## src/rtl/frame_parity_gen.sv

```systemverilog
// Streaming frame parity generator: folds the parity of every accepted beat of a frame and emits one
// registered result (bit, beat count, overflow) per frame. Define PARITY_CHECK_EN to add exp_par/par_err.
module frame_parity_gen #(
    parameter int DATA_W    = 8,
    parameter int MAX_BEATS = 16,
    localparam int CNT_W    = $clog2(MAX_BEATS + 1)
) (
    input  logic              clk,
    input  logic              rst_n,
    input  logic              odd_mode,
    input  logic              in_valid,
    output logic              in_ready,
    input  logic [DATA_W-1:0] in_data,
    input  logic              in_last,
    output logic              par_valid,
    input  logic              par_ready,
    output logic              par_bit,
    output logic [CNT_W-1:0]  par_beats,
    output logic              par_ovf
`ifdef PARITY_CHECK_EN
    ,
    input  logic              exp_par,
    output logic              par_err
`endif
);

    // The internal counter needs one extra code above MAX_BEATS to flag overflow without wrapping.
    localparam int               SAT_W   = $clog2(MAX_BEATS + 2);
    localparam logic [SAT_W-1:0] SAT_MAX = SAT_W'(MAX_BEATS + 1);

    typedef enum logic {IDLE, ACCUM} state_t;

    state_t           r_state;
    state_t           w_state_nxt;
    logic             r_acc;
    logic             r_mode;
    logic [SAT_W-1:0] r_count;
    logic             r_par_valid;
    logic             r_par_bit;
    logic [CNT_W-1:0] r_par_beats;
    logic             r_par_ovf;

    logic             w_in_ready;
    logic             w_accept;
    logic             w_done;
    logic             w_mode;
    logic             w_acc_nxt;
    logic             w_par_bit;
    logic [SAT_W-1:0] w_count_inc;
    logic             w_ovf;
    logic [CNT_W-1:0] w_beats;

    assign w_in_ready = !r_par_valid || par_ready;
    assign w_accept   = in_valid && w_in_ready;
    assign w_done     = w_accept && in_last;

    // The first beat of a frame uses the live mode; later beats use the copy latched on that first beat.
    assign w_mode    = (r_state == IDLE) ? odd_mode : r_mode;
    assign w_acc_nxt = r_acc ^ (^in_data);
    assign w_par_bit = w_acc_nxt ^ w_mode;

    always_comb begin
        w_count_inc = (r_count == SAT_MAX) ? r_count : r_count + SAT_W'(1);
        w_ovf       = (w_count_inc > SAT_W'(MAX_BEATS));
        w_beats     = w_ovf ? CNT_W'(MAX_BEATS) : CNT_W'(w_count_inc);
    end

    // NOTE: every combinational output gets a default first so no path leaves it unassigned (no latch).
    always_comb begin
        w_state_nxt = r_state;
        case (r_state)
            IDLE:    if (w_accept && !in_last) w_state_nxt = ACCUM;
            ACCUM:   if (w_done)               w_state_nxt = IDLE;
            default: w_state_nxt = IDLE;
        endcase
    end

    // NOTE: sequential state uses non-blocking assignments so all registers update from pre-edge values.
    always_ff @(posedge clk or negedge rst_n) begin
        if (!rst_n) begin
            r_state <= IDLE;
        end else begin
            r_state <= w_state_nxt;
        end
    end

    always_ff @(posedge clk or negedge rst_n) begin
        if (!rst_n) begin
            r_acc   <= 1'b0;
            r_mode  <= 1'b0;
            r_count <= '0;
        end else if (w_accept) begin
            if (r_state == IDLE) r_mode <= odd_mode;
            if (in_last) begin
                r_acc   <= 1'b0;
                r_count <= '0;
            end else begin
                r_acc   <= w_acc_nxt;
                r_count <= w_count_inc;
            end
        end
    end

    // Result register: a new last beat reloads it even in the handshake cycle, giving full-rate 1-beat frames.
    always_ff @(posedge clk or negedge rst_n) begin
        if (!rst_n) begin
            r_par_valid <= 1'b0;
            r_par_bit   <= 1'b0;
            r_par_beats <= '0;
            r_par_ovf   <= 1'b0;
        end else if (w_done) begin
            r_par_valid <= 1'b1;
            r_par_bit   <= w_par_bit;
            r_par_beats <= w_beats;
            r_par_ovf   <= w_ovf;
        end else if (r_par_valid && par_ready) begin
            r_par_valid <= 1'b0;
        end
    end

`ifdef PARITY_CHECK_EN
    logic r_par_err;

    always_ff @(posedge clk or negedge rst_n) begin
        if (!rst_n) begin
            r_par_err <= 1'b0;
        end else if (w_done) begin
            r_par_err <= w_par_bit ^ exp_par;
        end
    end

    assign par_err = r_par_err;
`endif

    assign in_ready  = w_in_ready;
    assign par_valid = r_par_valid;
    assign par_bit   = r_par_bit;
    assign par_beats = r_par_beats;
    assign par_ovf   = r_par_ovf;

endmodule
```

## config.mk

```make
export PLATFORM = sky130hd
export DESIGN_NAME = frame_parity_gen
export DESIGN_NICKNAME = d
export VERILOG_FILES = /design/src/rtl/frame_parity_gen.sv
export SDC_FILE = /design/constraint.sdc
export NUM_CORES = 1
export LEC_CHECK = 0
export BUFFER_PORTS_ARGS = -buffer_cell sky130_fd_sc_hd__buf_2
export CORE_UTILIZATION = 50
export CTS_BUF_LIST = sky130_fd_sc_hd__clkbuf_16
export CTS_CLUSTER_DIAMETER = 100
export DETAILED_ROUTE_END_ITERATION = 8
export PLACE_DENSITY = 0.75
export SETUP_SLACK_MARGIN = 0.15
export SYNTH_ARGS = -nofsm -noshare
export SYNTH_HDL_FRONTEND = slang
export SYNTH_SLANG_ARGS = --single-unit
export TNS_END_PERCENT = 30
```

## constraint.sdc

```tcl
create_clock -name clk -period 1.8 [get_ports clk]
set_input_delay 0.18 -clock clk [delete_from_list [all_inputs] [get_ports clk]]
set_output_delay 0.18 -clock clk [all_outputs]
set_load 0.01 [all_outputs]
```

==> results of run 1 <==
## where the power goes
group	leakage, nW	internal [mW]	total, mW	switching [mW]
logic	0.332	0.202	0.379	0.177
registers	0.210	0.418	0.454	0.0362
clock network	0.0385	0.294	0.430	0.136
## path summary, 6_finish.rpt
check / start / to
max reg2reg: r_count[0] / par_ovf
max in group asynchronous: rst_n / par_valid
max: r_count[0] / par_ovf
min: odd_mode / r_mode
min in group asynchronous: rst_n / par_beats[2]
min reg2reg: par_beats[4] / par_beats[4]
## registers in the layout, summed over array words and instances, names as in the netlist, named ones only
register   flops
r_count        5
r_acc          1
r_mode         1
par_valid      1
par_bit        1
par_beats      5
par_ovf        1
## Yosys cell counts, drive strengths merged, types with 2 or more instances
| cell | number |
|---|---|
| nand3 | 4 |
| ha | 2 |
| xor2 | 3 |
| buf | 3 |
| xnor3 | 2 |
| o21ai | 7 |
| a22o | 2 |
| xnor2 | 6 |
| nand2 | 14 |
| dfrtp | 16 |
| and3b | 2 |
| o31ai | 6 |
| mux2 | 3 |
| nor2 | 5 |
## layer usage
metal	vias up	share of wire	wire length, µm
met5	-	0	0
met3	2	0.040	78
li1	364	-	-
met4	0	0.0082	16
met2	19	0.52	1012
met1	355	0.43	847
## cell families (layout without fill, tap and decap cells)
logic type / after synthesis / in the layout / synth area share
AO/OA/AOI/OAI: 18 / 18 / 0.1313
buffers and inverters: 5 / 33 / 0.03491
adder cells (fa/ha/maj): 2 / 2 / 0.02793
multiplexers: 3 / 3 / 0.03771
AND/OR/NAND/NOR: 32 / 32 / 0.1816
flip-flops: 16 / 16 / 0.4469
XOR/XNOR: 11 / 11 / 0.1397
## worst reg2reg max path: cells and delay by family, from the launching register on
family | cells | cell delay, ns
adders and majority gates | 1 | 0.21
and+or+nand+nor | 1 | 0.48
AOI/OAI and AO/OA | 3 | 0.46
DFF | 1 | 0.38
## per-stage QoR
stage               cell area [µm²]  total power [mW]  utilization  worst slack, ns  instances
floorplan                     895.9            0.7006            -           0.1625         87
global placement               1039            0.7945       0.6515           0.2019        133
global route                   1172             1.318       0.7355           0.1347        139
finish                         1172             1.264       0.7355           0.1643        139
CTS                            1137             1.251       0.7135           0.1813        139
detailed placement             1039            0.8162       0.6515           0.1438        133
## cell type report
type	instances	area [µm²]
clock buffers	3	75.07
clock inverters	1	3.754
fillers	121	421.7
inverters	1	3.754
multi-input cells	66	501.7
flip-flops and latches	16	400.4
well taps	24	30.03
repair buffers	28	157.7
## timing repair
action / in CTS / in global routing
pin swaps: 0 / 1
endpoints found under the setup margin: 1 / 2
hold endpoints to repair: 16 / 0
buffers inserted: 1 / 0
hold buffers: 1 / 0
gates resized for setup: 1 / 5
==> results.yml, run 1 <==
run_status:
  status: "finished clean"
worst_setup_path:
  cp-end-kind: "register"
  cp.required_ns: 1.94
  crit_buf_inv: 0
  path_max_fanout: 5
  worstSetupPathType: "reg -> reg"
  cp.arrival_ns: 1.77
  path_depth: 5
  r2r_cells: 5
  path_cells: "ha_2 -> or4b_1 -> o22ai_1 -> o31ai_1 -> a22o_1"
  cp_slowest_cell: "or4b_1"
  crit_family: "simple AND/OR/NAND/NOR gates"
  r2r_slack_ns: 0.16
  cpPeakStageDelay_ns: 0.48
  cp-start-kind: "register"
pwr:
  power-per-cell-area_mw_per_mm2: 1078
  peakVddDrop_mv: 0.8722
  leakage_nw: 0.5807
logic_synthesis:
  yosysTopAreaCell: "dfrtp_1"
  synthTopCellsByArea: "dfrtp_1 (45%), nand2_1 (5.9%), xnor2_1 (5.9%), o31ai_1 (5.0%), mux2_2 (3.8%)"
  netlist_instances: 87
  avgSynthCellArea_um2: 10.30
  async_flop_share: 1.000
  ys_seq_area_frac: 0.4469
  synth_ff_type: "dfrtp_1"
  syn_nets: 103
  yosysUniqueCellTypes: 30
  netlist_area_um2: 895.9
  synth-seq-cells: 16
  synth-edff-count: 0
  yosys_warnings: 0
  synth_top_area_share: 0.4469
sta:
  period_needed_ns: 1.636
  final-setup-viol-count: 0
  fin_crit_sh: 0.9087
  fin_worst_skew_ns: 0.004093
  holdWs_ns: 0.1785
  finalSetupTns_ns: 0
  slew_headroom: 0.7678
  fmax_mhz: 611.4
  tightest_slew_ns: 0.3483
  hold_violations: 0
  rsz0062_at_grt: "false"
  slew_viol_final: 0
grt:
  met1_usage: 0.2872
  overflow: 0
  gr-usage-met2: 0.3618
  grt.busiest_layer: "met2"
  grt_pass1_vias: 674
  antenna_found_initial: 0
  grt_max_degree: 17
  track_usage: 0.2200
  use_met3: 0.07347
  grt_pass1_wl_mm: 3.111
clocking:
  clk_path_buf_depth: 2
  cts_num_sinks: 16
  numCtsBuffers: 3
  clock_latency_ns: 0.25
  root_buffer: "clkbuf_16"
  clk_pin_slew_ns: 0.05
  cts_max_level: 1
  cts_tree: "done"
placed_design:
  dp_hpwl_mm: 1.380
  gp_congestion: 0.8195
  io_buffers: 22
routing:
  drt-vias-per-instance: 5.324
  antenna_left: 0
  first_pass_iters: 4
  drc: 0
  drt_wl_total_mm: 1.954
  wire_per_inst_um: 14.06
  first_iter_violations: 13
  via_count: 740
floorplanning:
  core_mm2: 0.001594
  die_w_um: 44.33
  placement_rows: 14
  dieArea_mm2: 0.001965
  io-pin-count: 23
  die_h_um: 44.33
  start_util: 0.5620
flow_run:
  maxCapViolCount: 0
layout:
  final_cell_mix: "buf_2 (22), dfrtp_1 (16), nand2_1 (14)"
  drive_gt1_frac: 0.3391
  final_common_cell: "buf_2"
  antenna_cells: 0
  nets: 132
  synthToLayoutAreaGrowth_pct: 30.87
worst_hold_path:
  min_path_cells: 2
  min_path_type: "in -> reg"
Power figures use the tool's default switching activity.
==> run 2, diff against run 1 <==
--- a/config.mk
+++ b/config.mk
@@ -6,11 +6,14 @@
 export NUM_CORES = 1
 export LEC_CHECK = 0
 export BUFFER_PORTS_ARGS = -buffer_cell sky130_fd_sc_hd__buf_2
-export CORE_UTILIZATION = 50
+export CELL_PAD_IN_SITES_DETAIL_PLACEMENT = 1
+export CELL_PAD_IN_SITES_GLOBAL_PLACEMENT = 2
+export CORE_UTILIZATION = 31
 export CTS_BUF_LIST = sky130_fd_sc_hd__clkbuf_16
 export CTS_CLUSTER_DIAMETER = 100
 export DETAILED_ROUTE_END_ITERATION = 8
-export PLACE_DENSITY = 0.75
+export PLACE_DENSITY_LB_ADDON = 0.15
+export RECOVER_POWER = 100
 export SETUP_SLACK_MARGIN = 0.15
 export SYNTH_ARGS = -nofsm -noshare
 export SYNTH_HDL_FRONTEND = slang
==> results.yml, run 2 (synthesis results as in run 1) <==
layout:
  regArea_um2: 400.4
  synthToLayoutAreaGrowth_pct: 30.45
  nets: 134
  nFillCells: 328
  multiInputGateArea_um2: 500.5
  final_util: 0.4238
  antenna_cells: 0
  final_common_cell: "dfrtp_1"
  design_area_mm2: 0.001169
  final_cell_mix: "dfrtp_1 (16), nand2_1 (14), clkbuf_1 (13)"
  drive_gt1_frac: 0.2393
worst_setup_path:
  r2r_cells: 7
  path_max_fanout: 6
  cp_slowest_cell: "dfrtp_1"
  cp-start-kind: "register"
  timing.rr.end: "par_ovf"
  r2r_slack_ns: 0.16
  worstSetupPathType: "reg -> reg"
  cpPeakStageDelay_ns: 0.40
  cp-end-kind: "register"
  rr_startpoint: "r_count[1]"
  path_cells: "clkbuf_2 -> inv_1 -> ha_1 -> nand4bb_2 -> mux2_4 -> o31ai_2 -> a22o_1"
  cp.required_ns: 1.99
  setup.worst_path.end: "par_ovf"
  cp.arrival_ns: 1.82
  crit_start: "r_count[1]"
floorplanning:
  io-pin-count: 23
  core_mm2: 0.002758
  placement_rows: 19
  die_w_um: 55.76
  start_util: 0.3249
  dieArea_mm2: 0.003109
  die_h_um: 55.76
grt:
  track_usage: 0.1447
  overflow: 0
  grt_max_degree: 17
  grt_pass1_wl_mm: 3.498
  antenna_found_initial: 0
  grt_pass1_vias: 752
flow_run:
  maxCapViolCount: 0
routing:
  drt_wl_total_mm: 2.068
  route.met3.wl_um: 72
  wire_per_inst_um: 13.97
  first_pass_iters: 2
  wl_met1_mm: 1.006
  first_iter_violations: 10
  antenna_left: 0
  drc: 0
  drt-vias-per-instance: 4.966
  wl_met2_um: 977
  highest_layer: "met4"
  via_count: 735
sta:
  hold_violations: 0
  fmax_mhz: 611.1
  slew_headroom: 0.4064
  tightest_slew_ns: 0.8904
  finalSetupTns_ns: 0
  rsz0062_at_grt: "true"
  fin_worst_skew_ns: 0.003530
  holdWs_ns: 0.1876
  final-setup-viol-count: 0
  slew_viol_final: 0
  period_needed_ns: 1.636
  fin_crit_sh: 0.9091
pwr:
  intPower_uw: 906.0
  seqPwrFrac: 0.364
  leakage_nw: 0.5387
  finalPower_mw: 1.252
  comb_power_share: 0.288
  switching_share: 0.2763
  peakVddDrop_mv: 0.6084
  power-per-cell-area_mw_per_mm2: 1071
  p_clk_frac: 0.348
  switchingPower_uw: 345.9
clocking:
  root_buffer: "clkbuf_16"
  numCtsBuffers: 3
  clock_latency_ns: 0.24
  cts_num_sinks: 16
  clk_path_buf_depth: 2
  clk_pin_slew_ns: 0.05
  cts_max_level: 1
  cts_tree: "done"
placed_design:
  gp_congestion: 0.7141
  dp_hpwl_mm: 1.501
  io_buffers: 22
  placed_area_mm2: 0.001062
worst_hold_path:
  min_from: "odd_mode"
  min_path_type: "in -> reg"
run_status:
  status: "finished clean"
-- run 2: changes by cell type in the layout (fill, tap and decap cells not counted), sizes merged --
cell	delta
buf	-12
clkbuf	+14
-- run 2: layout make-up --
class	instances	share of cell area
Multi-Input combinational cell	66	0.4283
Tap cell	31	0.03319
Sequential cell	16	0.3426
Timing Repair Buffer	30	0.1253
Inverter	1	0.003212
Clock inverter	1	0.003212
Clock buffer	3	0.06424
-- run 2: worst min path at each step --
stage                                 end  slack, ns  cells after the start
6_report                           r_mode       0.19                      2
4_1_cts                            r_mode       0.19                      2
2_1_floorplan  asynchronous set/reset pin      -0.12                      0
5_1_grt                            r_mode       0.21                      2
3_5_place_dp                 par_beats[2]       0.12                      1
3_3_place_gp                 par_beats[4]       0.12                      1
-- run 2: per-layer routing --
layer / GRT usage / vias to the layer above
li1: - / 367
met1: 0.2006 / 353
met2: 0.2220 / 13
met3: 0.02326 / 2
met4: 0.06429 / 0
met5: 0 / -
-- run 2: worst max-delay path, delay by kind of cell, from the launching register on --
family                   cells  cell delay [ns]
flip-flops                   1             0.40
multiplexers                 1             0.36
buffers and inverters        2             0.24
AO/OA/AOI/OAI                2             0.24
adder cells (fa/ha/maj)      1             0.17
AND/OR/NAND/NOR              1             0.16
-- run 2: power groups by stage --
stage,Combinational [mW],Clock (mW),Sequential (mW)
5_1_grt,0.400,0.468,0.467
4_1_cts,0.370,0.444,0.453
2_1_floorplan,0.230,0,0.470
3_5_place_dp,0.358,0,0.459
3_3_place_gp,0.356,0,0.456
6_report,0.360,0.435,0.456
-- run 2: stage by stage --
stage | setup slack (ns) | std cells
global route | 0.04635 | 148
CTS | 0.1626 | 148
global placement | 0.1764 | 142
finish | 0.1636 | 148
floorplan | 0.1625 | 87
detailed placement | 0.1312 | 142
-- run 2: repair_timing --
item	in CTS	in global routing
hold endpoints to repair	16	0
hold buffers	1	0
buffers inserted	1	0
gates resized for setup	2	8
pin swaps	1	2
cloned	0	0
endpoints found under the setup margin	1	2
==> run 3, diff against run 2 <==
--- a/config.mk
+++ b/config.mk
@@ -8,7 +8,7 @@
 export BUFFER_PORTS_ARGS = -buffer_cell sky130_fd_sc_hd__buf_2
 export CELL_PAD_IN_SITES_DETAIL_PLACEMENT = 1
 export CELL_PAD_IN_SITES_GLOBAL_PLACEMENT = 2
-export CORE_UTILIZATION = 31
+export CORE_UTILIZATION = 34
 export CTS_BUF_LIST = sky130_fd_sc_hd__clkbuf_16
 export CTS_CLUSTER_DIAMETER = 100
 export DETAILED_ROUTE_END_ITERATION = 8
==> constraint.sdc (replaced) <==
create_clock -name clk -period 1.96 [get_ports clk]
set_input_delay 0.196 -clock clk [delete_from_list [all_inputs] [get_ports clk]]
set_output_delay 0.196 -clock clk [all_outputs]
set_load 0.01 [all_outputs]
==> results.yml, run 3 (synthesis results as in run 1) <==
sta:
  slew_viol_final: 0
  hold_violations: 0
  slew_headroom: 0.4282
  period_needed_ns: 1.698
  rsz0062_at_grt: "false"
  fin_crit_sh: 0.8664
  finalWorstSetupSlack_ns: 0.2619
  fin_worst_skew_ns: 0.0006812
  holdWs_ns: 0.1897
  fmax_mhz: 588.9
  finalSetupTns_ns: 0
  tightest_slew_ns: 0.8578
  final-setup-viol-count: 0
pwr:
  seqPwrFrac: 0.379
  leakage_nw: 0.5105
  power-per-cell-area_mw_per_mm2: 1012
  switching_share: 0.2746
  peakVddDrop_mv: 0.6137
  comb_power_share: 0.262
  intPower_uw: 809.0
  finalPower_mw: 1.115
  switchingPower_uw: 306.3
  p_clk_frac: 0.358
grt:
  grt_pass1_wl_mm: 3.056
  grt_max_degree: 17
  grt_pass1_vias: 685
  track_usage: 0.1610
  overflow: 0
  antenna_found_initial: 0
clocking:
  clk_pin_slew_ns: 0.05
  clock_latency_ns: 0.25
  root_buffer: "clkbuf_16"
  cts_tree: "done"
  numCtsBuffers: 3
  clk_path_buf_depth: 2
  cts_max_level: 1
  post-cts-setup-buffers: 0
  cts_num_sinks: 16
worst_setup_path:
  timing.rr.end: "par_ovf"
  r2r_slack_ns: 0.26
  path_max_fanout: 7
  rr_startpoint: "r_count[1]"
  cp.arrival_ns: 1.83
  worstSetupPathType: "reg -> reg"
  cp-end-kind: "register"
  r2r_cells: 5
  cp.required_ns: 2.09
  cp-start-kind: "register"
routing:
  antenna_left: 0
  wire_per_inst_um: 13.82
  first_pass_iters: 4
  drt-vias-per-instance: 5.121
  drt_wl_total_mm: 1.949
  drc: 0
  first_iter_violations: 11
  via_count: 722
floorplanning:
  io-pin-count: 23
  placement_rows: 18
  start_util: 0.3616
  dieArea_mm2: 0.002844
  core_mm2: 0.002477
  die_w_um: 53.33
  die_h_um: 53.33
layout:
  final_cells: 141
  final_cell_mix: "dfrtp_1 (16), nand2_1 (14), buf_2 (12)"
  nFillCells: 303
  nets: 128
  regArea_um2: 400.4
  antenna_cells: 0
  synthToLayoutAreaGrowth_pct: 23.05
  final_common_cell: "dfrtp_1"
  drive_gt1_frac: 0.1802
  multiInputGateArea_um2: 466.7
placed_design:
  dp_hpwl_mm: 1.457
  dpl_worst_slack_ns: 0.2043
  gp_congestion: 0.7383
  dp.cells: 136
  io_buffers: 22
worst_hold_path:
  hold_end: "r_mode"
  min_path_type: "in -> reg"
  min_path_cells: 2
  min_from: "odd_mode"
run_status:
  status: "finished clean"
flow_run:
  maxCapViolCount: 0
## run 3: power groups by stage
stage | Combinational, mW | Clock [mW] | Sequential [mW]
after detailed placement | 0.308 | 0 | 0.428
after floorplan | 0.211 | 0 | 0.432
after global placement | 0.306 | 0 | 0.423
after global routing | 0.329 | 0.424 | 0.430
final | 0.292 | 0.400 | 0.423
after CTS | 0.314 | 0.406 | 0.423
## run 3: worst max path at each step
stage | slack, ns | to | start | cells after the start
2_1_floorplan | 0.32 | par_ovf | r_count[1] | 5
3_3_place_gp | 0.25 | par_ovf | r_count[1] | 5
3_5_place_dp | 0.20 | par_ovf | r_count[1] | 5
4_1_cts | 0.20 | par_ovf | r_count[1] | 5
5_1_grt | 0.15 | par_ovf | r_count[1] | 5
6_report | 0.26 | par_ovf | r_count[1] | 5
## run 3: cell type report
class                           instances  area share
Timing Repair Buffer                   24      0.1044
Tap cell                               30     0.03405
Clock buffer                            3     0.06810
Sequential cell                        16      0.3632
Inverter                                1    0.003405
Clock inverter                          1    0.003405
Multi-Input combinational cell         66      0.4234
## run 3: through the flow
| stage | area (µm²) | util |
|---|---|---|
| 2_1_floorplan | 895.9 | - |
| 3_3_place_gp | 1023 | 0.4131 |
| 3_5_place_dp | 1023 | 0.4131 |
| 4_1_cts | 1112 | 0.4490 |
| 5_1_grt | 1102 | 0.4449 |
| 6_report | 1102 | 0.4449 |
## run 3: what timing repair did
item,in CTS,in global routing
hold buffers,1,0
setup endpoints to repair,0,2
resized for setup,0,2
endpoints found under the hold margin,16,0
## run 3: per-layer routing
metal | part of all wire | global-route usage
met1 | 0.45 | 0.1902
met2 | 0.48 | 0.2583
met3 | 0.052 | 0.05172
met4 | 0.021 | 0.07895
met5 | 0 | 0
## run 3: critical path: stages, from the launching register on
cell,delay (ns)
dfrtp_1,0.44
ha_2,0.24
or4b_1,0.46
o22ai_1,0.13
o31ai_1,0.10
a22o_1,0.20
